### src/rtl/core_pkg.sv
// core_pkg: shared types for the RISC-X execute stage.
//   alu_op_t       - ALU operation, including the M-extension ops
//   reg_bank_mux_t - destination register bank
//   data_type_t    - memory access size
//   div_state_t    - serial divider FSM state
//   ex_reg_t       - ID->EX pipeline register contents
package core_pkg;

  typedef enum logic [4:0] {
    ALU_ADD    = 5'd0,
    ALU_SUB    = 5'd1,
    ALU_AND    = 5'd2,
    ALU_OR     = 5'd3,
    ALU_XOR    = 5'd4,
    ALU_SLL    = 5'd5,
    ALU_SRL    = 5'd6,
    ALU_SRA    = 5'd7,
    ALU_SLT    = 5'd8,
    ALU_SLTU   = 5'd9,
    ALU_MUL    = 5'd10,
    ALU_MULH   = 5'd11,
    ALU_MULHSU = 5'd12,
    ALU_MULHU  = 5'd13,
    ALU_DIV    = 5'd14,
    ALU_DIVU   = 5'd15,
    ALU_REM    = 5'd16,
    ALU_REMU   = 5'd17
  } alu_op_t;

  typedef enum logic {
    X_REG = 1'b0,
    F_REG = 1'b1
  } reg_bank_mux_t;

  typedef enum logic [1:0] {
    BYTE = 2'd0,
    HALF = 2'd1,
    WORD = 2'd2
  } data_type_t;

  typedef enum logic [1:0] {
    IDLE = 2'd0,
    RUN  = 2'd1,
    DONE = 2'd2
  } div_state_t;

  localparam int DIV_ITER = 32;

  typedef struct packed {
    alu_op_t       alu_op;
    logic [31:0]   alu_a;
    logic [31:0]   alu_b;
    logic [4:0]    rd_addr;
    reg_bank_mux_t rd_dst_bank;
    logic          mem_req;
    logic          mem_wen;
    logic          mem_sign_extend;
    data_type_t    mem_data_type;
    logic [31:0]   mem_wdata;
    logic          reg_alu_wen;
    logic          reg_mem_wen;
    logic          valid;
  } ex_reg_t;

  localparam ex_reg_t EX_REG_RESET = '{
    alu_op:          ALU_ADD,
    alu_a:           32'd0,
    alu_b:           32'd0,
    rd_addr:         5'd0,
    rd_dst_bank:     X_REG,
    mem_req:         1'b0,
    mem_wen:         1'b0,
    mem_sign_extend: 1'b0,
    mem_data_type:   WORD,
    mem_wdata:       32'd0,
    reg_alu_wen:     1'b0,
    reg_mem_wen:     1'b0,
    valid:           1'b0
  };

  function automatic logic is_div_op(alu_op_t op);
    return op inside {ALU_DIV, ALU_DIVU, ALU_REM, ALU_REMU};
  endfunction

endpackage

### src/rtl/serial_divider.sv
// serial_divider: 32-step restoring divider with single-cycle special cases.
//   clk_i, rst_i     - clock, synchronous active-high reset
//   start_i          - a valid divide op is present in EX
//   signed_i         - DIV/REM (1) vs DIVU/REMU (0)
//   dividend_i       - dividend, divisor_i - divisor
//   abort_i          - drop any division in progress (pipeline flush)
//   ack_i            - result consumed; leave DONE
//   busy_o           - division in flight (start cycle and RUN)
//   done_o           - quotient_o/remainder_o are valid this cycle
//
// state | meaning
// IDLE  | waiting; special cases (x/0, MIN/-1) answered combinationally here
// RUN   | one shift-subtract step per cycle, 32 steps
// DONE  | sign-corrected result held until ack_i
module serial_divider
  import core_pkg::*;
(
  input  logic        clk_i,
  input  logic        rst_i,
  input  logic        start_i,
  input  logic        signed_i,
  input  logic [31:0] dividend_i,
  input  logic [31:0] divisor_i,
  input  logic        abort_i,
  input  logic        ack_i,
  output logic        busy_o,
  output logic        done_o,
  output logic [31:0] quotient_o,
  output logic [31:0] remainder_o
);

  div_state_t  state_q, state_d;
  logic [4:0]  cnt_q, cnt_d;
  logic [31:0] quot_q, quot_d;
  logic [31:0] rem_q, rem_d;
  logic [31:0] dsr_q, dsr_d;
  logic        q_neg_q, q_neg_d;
  logic        r_neg_q, r_neg_d;

  logic        div_zero, div_ovf, special;
  logic        a_neg, b_neg;
  logic [31:0] a_mag, b_mag;
  logic [32:0] rem_sh;
  logic        fits;
  logic [31:0] rem_step, quot_step;

  always_comb begin
    div_zero = (divisor_i == 32'd0);
    div_ovf  = signed_i && (dividend_i == 32'h8000_0000) && (divisor_i == 32'hFFFF_FFFF);
    special  = div_zero || div_ovf;
    a_neg    = signed_i & dividend_i[31];
    b_neg    = signed_i & divisor_i[31];
    a_mag    = a_neg ? (32'd0 - dividend_i) : dividend_i;
    b_mag    = b_neg ? (32'd0 - divisor_i) : divisor_i;

    // The quotient register doubles as the dividend shifter: its MSB feeds
    // the partial remainder while quotient bits enter at the LSB.
    rem_sh    = {rem_q, quot_q[31]};
    fits      = (rem_sh >= {1'b0, dsr_q});
    rem_step  = fits ? 32'(rem_sh - {1'b0, dsr_q}) : rem_sh[31:0];
    quot_step = {quot_q[30:0], fits};
  end

  always_comb begin
    state_d = state_q;
    cnt_d   = cnt_q;
    quot_d  = quot_q;
    rem_d   = rem_q;
    dsr_d   = dsr_q;
    q_neg_d = q_neg_q;
    r_neg_d = r_neg_q;

    case (state_q)
      IDLE: begin
        if (start_i && !special && !abort_i) begin
          quot_d  = a_mag;
          rem_d   = 32'd0;
          dsr_d   = b_mag;
          q_neg_d = a_neg ^ b_neg;
          r_neg_d = a_neg;
          cnt_d   = 5'd0;
          state_d = RUN;
        end
      end
      RUN: begin
        if (abort_i) begin
          state_d = IDLE;
        end else begin
          quot_d = quot_step;
          rem_d  = rem_step;
          cnt_d  = cnt_q + 5'd1;
          if (cnt_q == 5'(DIV_ITER - 1)) begin
            quot_d  = q_neg_q ? (32'd0 - quot_step) : quot_step;
            rem_d   = r_neg_q ? (32'd0 - rem_step) : rem_step;
            state_d = DONE;
          end
        end
      end
      DONE: begin
        if (abort_i || ack_i) state_d = IDLE;
      end
      default: state_d = IDLE;
    endcase
  end

  always_ff @(posedge clk_i) begin
    if (rst_i) begin
      state_q <= IDLE;
      cnt_q   <= 5'd0;
      quot_q  <= 32'd0;
      rem_q   <= 32'd0;
      dsr_q   <= 32'd0;
      q_neg_q <= 1'b0;
      r_neg_q <= 1'b0;
    end else begin
      state_q <= state_d;
      cnt_q   <= cnt_d;
      quot_q  <= quot_d;
      rem_q   <= rem_d;
      dsr_q   <= dsr_d;
      q_neg_q <= q_neg_d;
      r_neg_q <= r_neg_d;
    end
  end

  always_comb begin
    busy_o      = ((state_q == IDLE) && start_i && !special && !abort_i) || (state_q == RUN);
    done_o      = ((state_q == IDLE) && start_i && special && !abort_i) || (state_q == DONE);
    quotient_o  = quot_q;
    remainder_o = rem_q;
    if (state_q == IDLE) begin
      quotient_o  = div_zero ? 32'hFFFF_FFFF : 32'h8000_0000;
      remainder_o = div_zero ? dividend_i : 32'd0;
    end
  end

endmodule

### src/rtl/ex_stage.sv
// ex_stage: RISC-X execute stage.
//   clk_i, rst_i            - clock, synchronous active-high reset
//   *_id_i                  - instruction fields from ID, captured when !stall_ex_i
//   *_ex_o                  - registered fields / ALU result towards MEM
//   busy_ex_o               - divider occupies EX
//   stall_ex_i, flush_ex_i  - pipeline control
module ex_stage
  import core_pkg::*;
(
  input  logic          clk_i,
  input  logic          rst_i,
  input  alu_op_t       alu_op_id_i,
  input  logic [31:0]   alu_a_id_i,
  input  logic [31:0]   alu_b_id_i,
  input  logic [4:0]    rd_addr_id_i,
  input  reg_bank_mux_t rd_dst_bank_id_i,
  input  logic          mem_req_id_i,
  input  logic          mem_wen_id_i,
  input  logic          mem_sign_extend_id_i,
  input  data_type_t    mem_data_type_id_i,
  input  logic [31:0]   mem_wdata_id_i,
  input  logic          reg_alu_wen_id_i,
  input  logic          reg_mem_wen_id_i,
  input  logic          valid_id_i,
  output logic [4:0]    rd_addr_ex_o,
  output reg_bank_mux_t rd_dst_bank_ex_o,
  output logic [31:0]   alu_result_ex_o,
  output logic          mem_req_ex_o,
  output logic          mem_wen_ex_o,
  output data_type_t    mem_data_type_ex_o,
  output logic          mem_sign_extend_ex_o,
  output logic [31:0]   mem_wdata_ex_o,
  output logic          reg_alu_wen_ex_o,
  output logic          reg_mem_wen_ex_o,
  output logic          valid_ex_o,
  output logic          busy_ex_o,
  input  logic          stall_ex_i,
  input  logic          flush_ex_i
);

  ex_reg_t ex_q, ex_d;

  // A flush only kills the control bits; data fields are left as they were.
  always_comb begin
    ex_d = ex_q;
    if (!stall_ex_i) begin
      if (flush_ex_i) begin
        ex_d.valid       = 1'b0;
        ex_d.mem_req     = 1'b0;
        ex_d.mem_wen     = 1'b0;
        ex_d.reg_alu_wen = 1'b0;
        ex_d.reg_mem_wen = 1'b0;
      end else begin
        ex_d.alu_op          = alu_op_id_i;
        ex_d.alu_a           = alu_a_id_i;
        ex_d.alu_b           = alu_b_id_i;
        ex_d.rd_addr         = rd_addr_id_i;
        ex_d.rd_dst_bank     = rd_dst_bank_id_i;
        ex_d.mem_req         = mem_req_id_i;
        ex_d.mem_wen         = mem_wen_id_i;
        ex_d.mem_sign_extend = mem_sign_extend_id_i;
        ex_d.mem_data_type   = mem_data_type_id_i;
        ex_d.mem_wdata       = mem_wdata_id_i;
        ex_d.reg_alu_wen     = reg_alu_wen_id_i;
        ex_d.reg_mem_wen     = reg_mem_wen_id_i;
        ex_d.valid           = valid_id_i;
      end
    end
  end

  always_ff @(posedge clk_i) begin
    if (rst_i) ex_q <= EX_REG_RESET;
    else       ex_q <= ex_d;
  end

  logic        div_start, div_signed, div_busy, div_done;
  logic [31:0] div_quot, div_rem;

  assign div_start  = ex_q.valid && is_div_op(ex_q.alu_op);
  assign div_signed = (ex_q.alu_op == ALU_DIV) || (ex_q.alu_op == ALU_REM);

  serial_divider u_div (
    .clk_i       (clk_i),
    .rst_i       (rst_i),
    .start_i     (div_start),
    .signed_i    (div_signed),
    .dividend_i  (ex_q.alu_a),
    .divisor_i   (ex_q.alu_b),
    .abort_i     (flush_ex_i),
    .ack_i       (!stall_ex_i),
    .busy_o      (div_busy),
    .done_o      (div_done),
    .quotient_o  (div_quot),
    .remainder_o (div_rem)
  );

  logic [31:0]        a, b;
  logic signed [32:0] mul_a, mul_b;
  logic signed [63:0] prod;
  logic [31:0]        alu_res;

  always_comb begin
    a = ex_q.alu_a;
    b = ex_q.alu_b;
    // 33-bit operands cover signed and unsigned variants in one signed multiply.
    mul_a = {((ex_q.alu_op == ALU_MULH) || (ex_q.alu_op == ALU_MULHSU)) & a[31], a};
    mul_b = {(ex_q.alu_op == ALU_MULH) & b[31], b};
    prod  = 64'(mul_a) * 64'(mul_b);

    alu_res = 32'd0;
    case (ex_q.alu_op)
      ALU_ADD:    alu_res = a + b;
      ALU_SUB:    alu_res = a - b;
      ALU_AND:    alu_res = a & b;
      ALU_OR:     alu_res = a | b;
      ALU_XOR:    alu_res = a ^ b;
      ALU_SLL:    alu_res = a << b[4:0];
      ALU_SRL:    alu_res = a >> b[4:0];
      ALU_SRA:    alu_res = $signed(a) >>> b[4:0];
      ALU_SLT:    alu_res = {31'd0, $signed(a) < $signed(b)};
      ALU_SLTU:   alu_res = {31'd0, a < b};
      ALU_MUL:    alu_res = prod[31:0];
      ALU_MULH,
      ALU_MULHSU,
      ALU_MULHU:  alu_res = prod[63:32];
      ALU_DIV,
      ALU_DIVU:   alu_res = div_done ? div_quot : 32'd0;
      ALU_REM,
      ALU_REMU:   alu_res = div_done ? div_rem : 32'd0;
      default:    alu_res = 32'd0;
    endcase
  end

  assign busy_ex_o            = div_busy;
  assign alu_result_ex_o      = alu_res;
  assign rd_addr_ex_o         = ex_q.rd_addr;
  assign rd_dst_bank_ex_o     = ex_q.rd_dst_bank;
  assign mem_wen_ex_o         = ex_q.mem_wen;
  assign mem_data_type_ex_o   = ex_q.mem_data_type;
  assign mem_sign_extend_ex_o = ex_q.mem_sign_extend;
  assign mem_wdata_ex_o       = ex_q.mem_wdata;
  assign reg_mem_wen_ex_o     = ex_q.reg_mem_wen;
  assign valid_ex_o           = ex_q.valid & ~div_busy;
  assign reg_alu_wen_ex_o     = ex_q.reg_alu_wen & ~div_busy;
  assign mem_req_ex_o         = ex_q.mem_req & ~div_busy;

endmodule
### config.mk
export PLATFORM = sky130hd
export DESIGN_NAME = ex_stage
export DESIGN_NICKNAME = d
export VERILOG_FILES = /design/src/rtl/core_pkg.sv /design/src/rtl/serial_divider.sv /design/src/rtl/ex_stage.sv
export SDC_FILE = /design/constraint.sdc
export NUM_CORES = 2
export LEC_CHECK = 0
export ABC_AREA = 1
export CORE_AREA = 2 2 417 419
export CTS_CLUSTER_SIZE = 12
export DETAILED_ROUTE_END_ITERATION = 7
export DIE_AREA = 0 0 419 421
export PLACE_DENSITY_LB_ADDON = 0.05
export SYNTH_ARGS = -nofsm -noshare
export SYNTH_HDL_FRONTEND = slang
export SYNTH_SLANG_ARGS = --single-unit
### constraint.sdc
create_clock -name clk_i -period 22.1 [get_ports clk_i]
set_input_delay 5.525 -clock clk_i [delete_from_list [all_inputs] [get_ports clk_i]]
set_output_delay 5.525 -clock clk_i [all_outputs]
set_load 0.1 [all_outputs]
# Yosys cells after proc, flatten, opt, wreduce, memory -nomap -nowiden

Cells that the tools add are included.

Bits of input ports: 119
Register bits after elaboration: 220
Word-level logic and storage cells: 136

Add/sub/neg operators: 8
Order comparisons: 3
Bitwise operators: 14
Multiply operators: 1
Equal/unequal tests: 26
Reductions and logical operators: 31
Mux-type cells: 30
Shift operators: 3

Operator list:

| cell                    | count |
|---|---|
| $mux W32                | 16 |
| $pmux W32 S14           | 1 |
| $pmux W32 S2            | 2 |
| $sub A1 B32 Y32 const A | 4 |
| $eq A32 B32 Y1 const B  | 2 |
| $lt A32 B32 Y1          | 2 |
| $mul A33 B33 Y64        | 1 |
| $sub A32 B32 Y32        | 2 |
| $eq A5 B4 Y1 const B    | 8 |
| $ge A33 B32 Y1          | 1 |
| $add A32 B32 Y32        | 1 |
| $and A32 B32 Y32        | 1 |
| $logic_not A32 Y1       | 1 |
| $or A32 B32 Y32         | 1 |
| $shl A32 B5 Y32         | 1 |
| $shr A32 B5 Y32         | 1 |
| $sshr A32 B5 Y32        | 1 |
| $xor A32 B32 Y32        | 1 |
| $mux W31                | 1 |
| $eq A5 B3 Y1 const B    | 4 |
| $eq A5 B5 Y1 const B    | 3 |
| $eq A5 B2 Y1 const B    | 2 |
| $logic_and A1 B1 Y1     | 10 |
| $mux W2                 | 5 |
| 24 further kinds        | 44 |

# Depth between registers and ports, before layout

Word-level depth: 11
Mapped depth: 39
Gate-level depth less buffers: 38

# By module

From an unflattened synthesis, not the netlist that was laid out.

Cell total of the unflattened synthesis: 9579
Area, all modules: 65007.3 µm²

By module, submodules not included:

| module         | area each (µm²) | sequential area each (µm²) | cells an instance | instances |
|---|---|---|---|---|
| ex_stage       | 54194.5         | 2302.2                     | 7674              | 1 |
| serial_divider | 10812.9         | 2102.0                     | 1905              | 1 |

# Worst setup path before layout

No wires, ideal clock.

Path kind: register -> output
From: register ex_q, in the netlist b[4]
To: output alu_result_ex_o[13]
Required time: 16575 ps
Arrival: 9312 ps
Slack: 7263 ps
Stages on the path, launching flop included: 30
Cells stage by stage: dfxtp_1 > clkbuf_1 > buf_1 > clkbuf_1 > nand2_1 > nor2_1 > inv_1 > fa_1 > fa_1 > inv_1 > fa_1 > fa_1 > fa_1 > fa_1 > inv_1 > fa_1 > fa_1 > inv_1 > ha_1 > nand2_1 > nor2_1 > inv_1 > nor3_1 > and3_1 > nand3_1 > nand3_1 > nand4_1 > nand2_1 > nor2_1 > o21ai_0

Longest elaborated chain between the ends: 8
Elaborated cells between the ends (all ways): 20
Those cells by class: add/sub (2); mul (1); eq/ne (1); shift (3); mux (7); reduce/logical (6)

RTL lines:

| item                                                     | RTL line        | RTL |
|---|---|---|
| start: declaration                                       | ex_stage.sv:41  | `ex_reg_t ex_q, ex_d;` |
| start signal: assignment                                 | ex_stage.sv:72  | `if (rst_i) ex_q <= EX_REG_RESET;` |
| start signal: assignment                                 | ex_stage.sv:73  | `else ex_q <= ex_d;` |
| branches (longest 7 deep; another with $mul A33 B33 Y64) | --              |  |
| $pmux W32 S14 (*)                                        | ex_stage.sv:111 | `case (ex_q.alu_op)` |
| end: declaration                                         | ex_stage.sv:27  | `output logic [31:0] alu_result_ex_o,` |

Mark *: on every way between the ends.

# Worst setup path after layout

From: register ex_q[113] in the netlist's numbering
To: output alu_result_ex_o[25]

Longest elaborated chain between the ends: 10
Elaborated cells between the ends (all ways): 38
Those cells by class: mul (1); eq/ne (17); mux (3); bitwise (2); reduce/logical (15)

RTL lines:

| item                                                     | RTL line |
|---|---|
| branches (longest 9 deep; another with $mul A33 B33 Y64) | -- |
| $pmux W32 S14 (*)                                        | ex_stage.sv:111 |

Marks and branches as above.

==> impl_summary.log <==
INFO  metric run_status = completed
INFO  metric unrepaired_setup_endpoints_after_global_routing = no
INFO  metric fin_skew = 0.0404 ns
INFO  metric syn-instance-count = 8,574
INFO  metric core_area = 172,000 sq um
INFO  metric core.rowCount = 153
INFO  metric layout.cells.most_common = sky130_fd_sc_hd__inv_1
INFO  metric crit_slowest_cell = sky130_fd_sc_hd__clkdlybuf4s50_1
INFO  metric path_delay_family = adder cells
INFO  metric ctsRootBufferMaster = sky130_fd_sc_hd__clkbuf_16
INFO  metric timing.max_slew.rel_slack = 16.7%
INFO  metric final_cell_mix = 1,932 x sky130_fd_sc_hd__inv_1, 1,885 x sky130_fd_sc_hd__nand2_1, 1,128 x sky130_fd_sc_hd__fa_1
INFO  metric grt_first_pass_wirelength = 411,000 microns
INFO  metric cts_post_setup_buffers_inserted = 0
INFO  metric areaGrowthSynthToFinish = 8.39%
INFO  metric synth-async-reset-ratio = 0%
INFO  metric io_pins = 198
INFO  metric all_layer_global_routing_usage = 31.8%
INFO  metric critPathCaptureType = output pin
INFO  metric timing.critical_path.fanout_max = 11
INFO  metric finalWeightedCongestion = 1.00
INFO  metric timing.final.hold_violations = 0
INFO  metric cts_hold_repair.buffers = 0
INFO  metric grt_start_max_net_pins = 148
INFO  metric dr.first_iter.drc_count = 4,552
INFO  metric cp.required = 16.58 ns
INFO  metric design.final.nets = 10,100
INFO  metric cts.clk_slew.worst_paths = 0.06 ns
INFO  metric hpwl = 233,000 microns
INFO  metric cts-buffers-inserted = 30
INFO  metric ant_nets = 0
INFO  metric initial_antenna_violation_count = 15
INFO  metric timing.final.crit_share = 80.9%
INFO  metric yosys_register_bits = 220
INFO  metric layout.area.seq = 4480 sq um
INFO  metric floorplan.initialDensity = 35.6%
INFO  metric cts.repair.resized = 0
INFO  metric die_w = 419 microns
INFO  metric synthesis.nets = 10,200
INFO  metric cts.path.max_buffers = 3
INFO  metric post_synth_instance_area = 61,500 sq um
INFO  metric drt-pass1-iter-count = 6
INFO  metric tightestPinTransition = 1.24 ns
INFO  metric holdCritPathClass = flip-flop to flip-flop
INFO  metric fp.dieArea = 176,000 sq um
INFO  metric max_stage_delay = 1.20 ns
INFO  metric synthFlopType = sky130_fd_sc_hd__dfxtp_1
INFO  metric detail_route.drc_violations = 0
INFO  metric cap_violations = 0
INFO  metric postRouteWirelength = 281,000 microns
INFO  metric setup.worst_path.class = flip-flop to output pin
INFO  metric synth_enable_flop_cells = 0
INFO  metric cts_tree = yes
INFO  metric number_of_port_buffers = 197
INFO  metric route.vias.total = 56,500
INFO  metric cp_num_buf_inv = 7
INFO  metric clock.fmax = 56.0 MHz
INFO  metric total_power = 0.00498 W
INFO  metric ys.warnings.count = 0
INFO  metric power.density = 74.8 nW/um^2
INFO  metric wl_per_cell = 26.0 microns
INFO  metric synth_cell_types = 70
INFO  metric power_leakage = 33.1 nW
INFO  metric area_of_the_multi_input_gates = 47,600 sq um
INFO  metric insertion_delay = 0.66 ns
INFO  metric final.min_clock_period = 17.87 ns
INFO  metric power.ir.vdd_worst = 0.000314 V
INFO  metric layout-drive-gt1-share = 4.64%
INFO  metric ys_seq_area_share = 7.17%
INFO  metric setup_viol_count_final = 0
INFO  metric post_synth.cell_area_avg = 7.17 sq um
INFO  metric cts_sinks = 220
INFO  metric vias_per_cell = 5.22
INFO  metric final.setup.tns = 0 ns
INFO  metric fillCellCount = 18,400
INFO  metric kind_of_start_point_of_the_critical_path = flip-flop
INFO  metric drv_slew = 0
INFO  metric timing.critical_path.arrival = 12.35 ns
INFO  metric crit_top_cell = sky130_fd_sc_hd__fa_1
INFO  metric cts-htree-levels = 1
INFO  metric first_global_vias = 58,500
INFO  metric overflow = 0
INFO  metric die_h = 421 microns
-- Yosys cell counts, types with 5 or more instances --
cell,n,share of area (%)
sky130_fd_sc_hd__nand2_2,13,0.13
sky130_fd_sc_hd__dfxtp_1,220,7.2
sky130_fd_sc_hd__nor2_1,517,3.2
sky130_fd_sc_hd__o221ai_1,15,0.21
sky130_fd_sc_hd__nand2_1,1885,12
sky130_fd_sc_hd__xor2_1,79,1.1
sky130_fd_sc_hd__mux2i_1,11,0.18
sky130_fd_sc_hd__nor3_2,6,0.098
sky130_fd_sc_hd__a211oi_1,11,0.13
sky130_fd_sc_hd__nor3_1,58,0.47
sky130_fd_sc_hd__o21bai_1,17,0.21
sky130_fd_sc_hd__a31oi_1,47,0.48
sky130_fd_sc_hd__o21a_1,12,0.15
sky130_fd_sc_hd__or2_2,28,0.29
sky130_fd_sc_hd__o2111ai_1,13,0.19
sky130_fd_sc_hd__o211ai_1,38,0.46
sky130_fd_sc_hd__buf_2,19,0.15
sky130_fd_sc_hd__nand4_1,52,0.53
sky130_fd_sc_hd__nor2_2,20,0.20
sky130_fd_sc_hd__xnor2_1,22,0.31
sky130_fd_sc_hd__ha_1,348,7.1
sky130_fd_sc_hd__inv_2,25,0.15
sky130_fd_sc_hd__a31o_2,5,0.071
sky130_fd_sc_hd__a21oi_1,536,4.4
sky130_fd_sc_hd__nand3b_1,15,0.18
sky130_fd_sc_hd__buf_6,7,0.13
sky130_fd_sc_hd__a21o_1,21,0.26
sky130_fd_sc_hd__buf_1,93,0.57
sky130_fd_sc_hd__buf_4,40,0.49
sky130_fd_sc_hd__o22ai_1,37,0.38
sky130_fd_sc_hd__clkbuf_1,330,2.0
sky130_fd_sc_hd__clkinv_1,7,0.043
sky130_fd_sc_hd__a2111oi_0,6,0.086
sky130_fd_sc_hd__nand3_1,243,2.0
sky130_fd_sc_hd__o21ai_1,17,0.14
sky130_fd_sc_hd__o21ai_0,577,4.7
sky130_fd_sc_hd__a221oi_1,17,0.24
sky130_fd_sc_hd__nor4_1,29,0.30
sky130_fd_sc_hd__fa_1,1128,37
sky130_fd_sc_hd__inv_1,1936,12
sky130_fd_sc_hd__nand3_2,10,0.16
sky130_fd_sc_hd__a21boi_0,15,0.18
-- state kept, by name (all words and copies together) (netlist names), 2 cells and up --
| signal | flops |
|---|---|
| u_div.dsr_q | 32 |
| u_div.rem_q | 32 |
| ex_q | 8 |
| u_div.cnt_q | 5 |
| b | 32 |
| u_div.quot_q | 32 |
| a | 32 |
| rd_addr_ex_o | 5 |
| mem_wdata_ex_o | 32 |
| u_div.state_q | 2 |
| mem_data_type_ex_o | 2 |
-- per-stage QoR --
| stage | cells | hold slack [ns] | util (%) | instance area, sq um | setup slack (ns) |
|---|---|---|---|---|---|
| 6_report | 10800 | 0.466 | 38.6 | 66600 | 4.23 |
| 5_1_grt | 10800 | 0.488 | 38.6 | 66600 | 3.63 |
| 4_1_cts | 10800 | 0.470 | 38.6 | 66600 | 4.24 |
| 3_5_place_dp | 10800 | 0.454 | 38.0 | 65500 | 4.94 |
| 3_3_place_gp | 10800 | 0.443 | 38.0 | 65500 | 5.02 |
| 2_1_floorplan | 8574 | 0.430 | - | 61500 | 7.26 |
-- per-layer routing --
layer	track usage, %	part of all wire, %	routed length (microns)
met2	51.9	46	129000
met4	10.0	3.7	10400
met5	0	0.010	29
met3	3.16	5.7	16100
met1	44.2	44	125000
-- worst register-to-register path: stages, from the launching register on --
cell and delay, ns:
sky130_fd_sc_hd__dfxtp_2 0.54, sky130_fd_sc_hd__inv_1 0.51, sky130_fd_sc_hd__ha_1 0.28, sky130_fd_sc_hd__nand2_1 0.06
sky130_fd_sc_hd__nor2_1 0.22, sky130_fd_sc_hd__nand2_1 0.15, sky130_fd_sc_hd__nor3_2 0.21, sky130_fd_sc_hd__nand3_1 0.17
sky130_fd_sc_hd__nor2_2 0.26, sky130_fd_sc_hd__nand3_2 0.17, sky130_fd_sc_hd__nor2_2 0.19, sky130_fd_sc_hd__nand3_1 0.19
sky130_fd_sc_hd__nand2_1 0.17, sky130_fd_sc_hd__nor2_1 0.08, sky130_fd_sc_hd__nand2_2 0.05, sky130_fd_sc_hd__buf_4 0.31
sky130_fd_sc_hd__nand2_2 0.59, sky130_fd_sc_hd__inv_2 0.20, sky130_fd_sc_hd__buf_4 0.57, sky130_fd_sc_hd__o21ai_0 0.29
sky130_fd_sc_hd__a21oi_1 0.16
-- where the power goes --
part,switching (W),internal [W],total (W)
Combinational,0.00278,0.00113,0.00391
Sequential,0.0000770,0.000435,0.000512
Clock,0.000243,0.000317,0.000560
-- layout make-up --
cell class | instances | area share, %
Antenna cell | 4 | 0.0150
Tap cell | 2325 | 4.37
Multi-Input combinational cell | 5895 | 71.5
Sequential cell | 220 | 6.73
Clock buffer | 36 | 1.25
Timing Repair Buffer | 350 | 4.71
Inverter | 1969 | 11.1
Clock inverter | 19 | 0.342
-- logic make-up after synthesis --
| kind of cell | synth area share, % |
|---|---|
| buf+inv | 15.4 |
| fa+ha+maj | 43.8 |
| simple gates | 19.3 |
| flops | 7.17 |
| xor+xnor | 1.44 |
| compound gates | 12.7 |
| mux | 0.197 |
-- final timing paths --
kind                                 startpoint  depth (start not counted)                                  to  slack, ns
max reg2reg                   a[1]$_SDFFE_PP0P_                         20       u_div.quot_q[22]$_SDFFE_PP0P_      16.67
min reg2reg  mem_data_type_ex_o[1]$_SDFFE_PP1P_                          2  mem_data_type_ex_o[1]$_SDFFE_PP1P_       0.47
min          mem_data_type_ex_o[1]$_SDFFE_PP1P_                          2  mem_data_type_ex_o[1]$_SDFFE_PP1P_       0.47
max                      ex_q[113]$_SDFFE_PP0P_                         34                 alu_result_ex_o[25]       4.23
No activity file was read; power rests on OpenSTA's default activity.
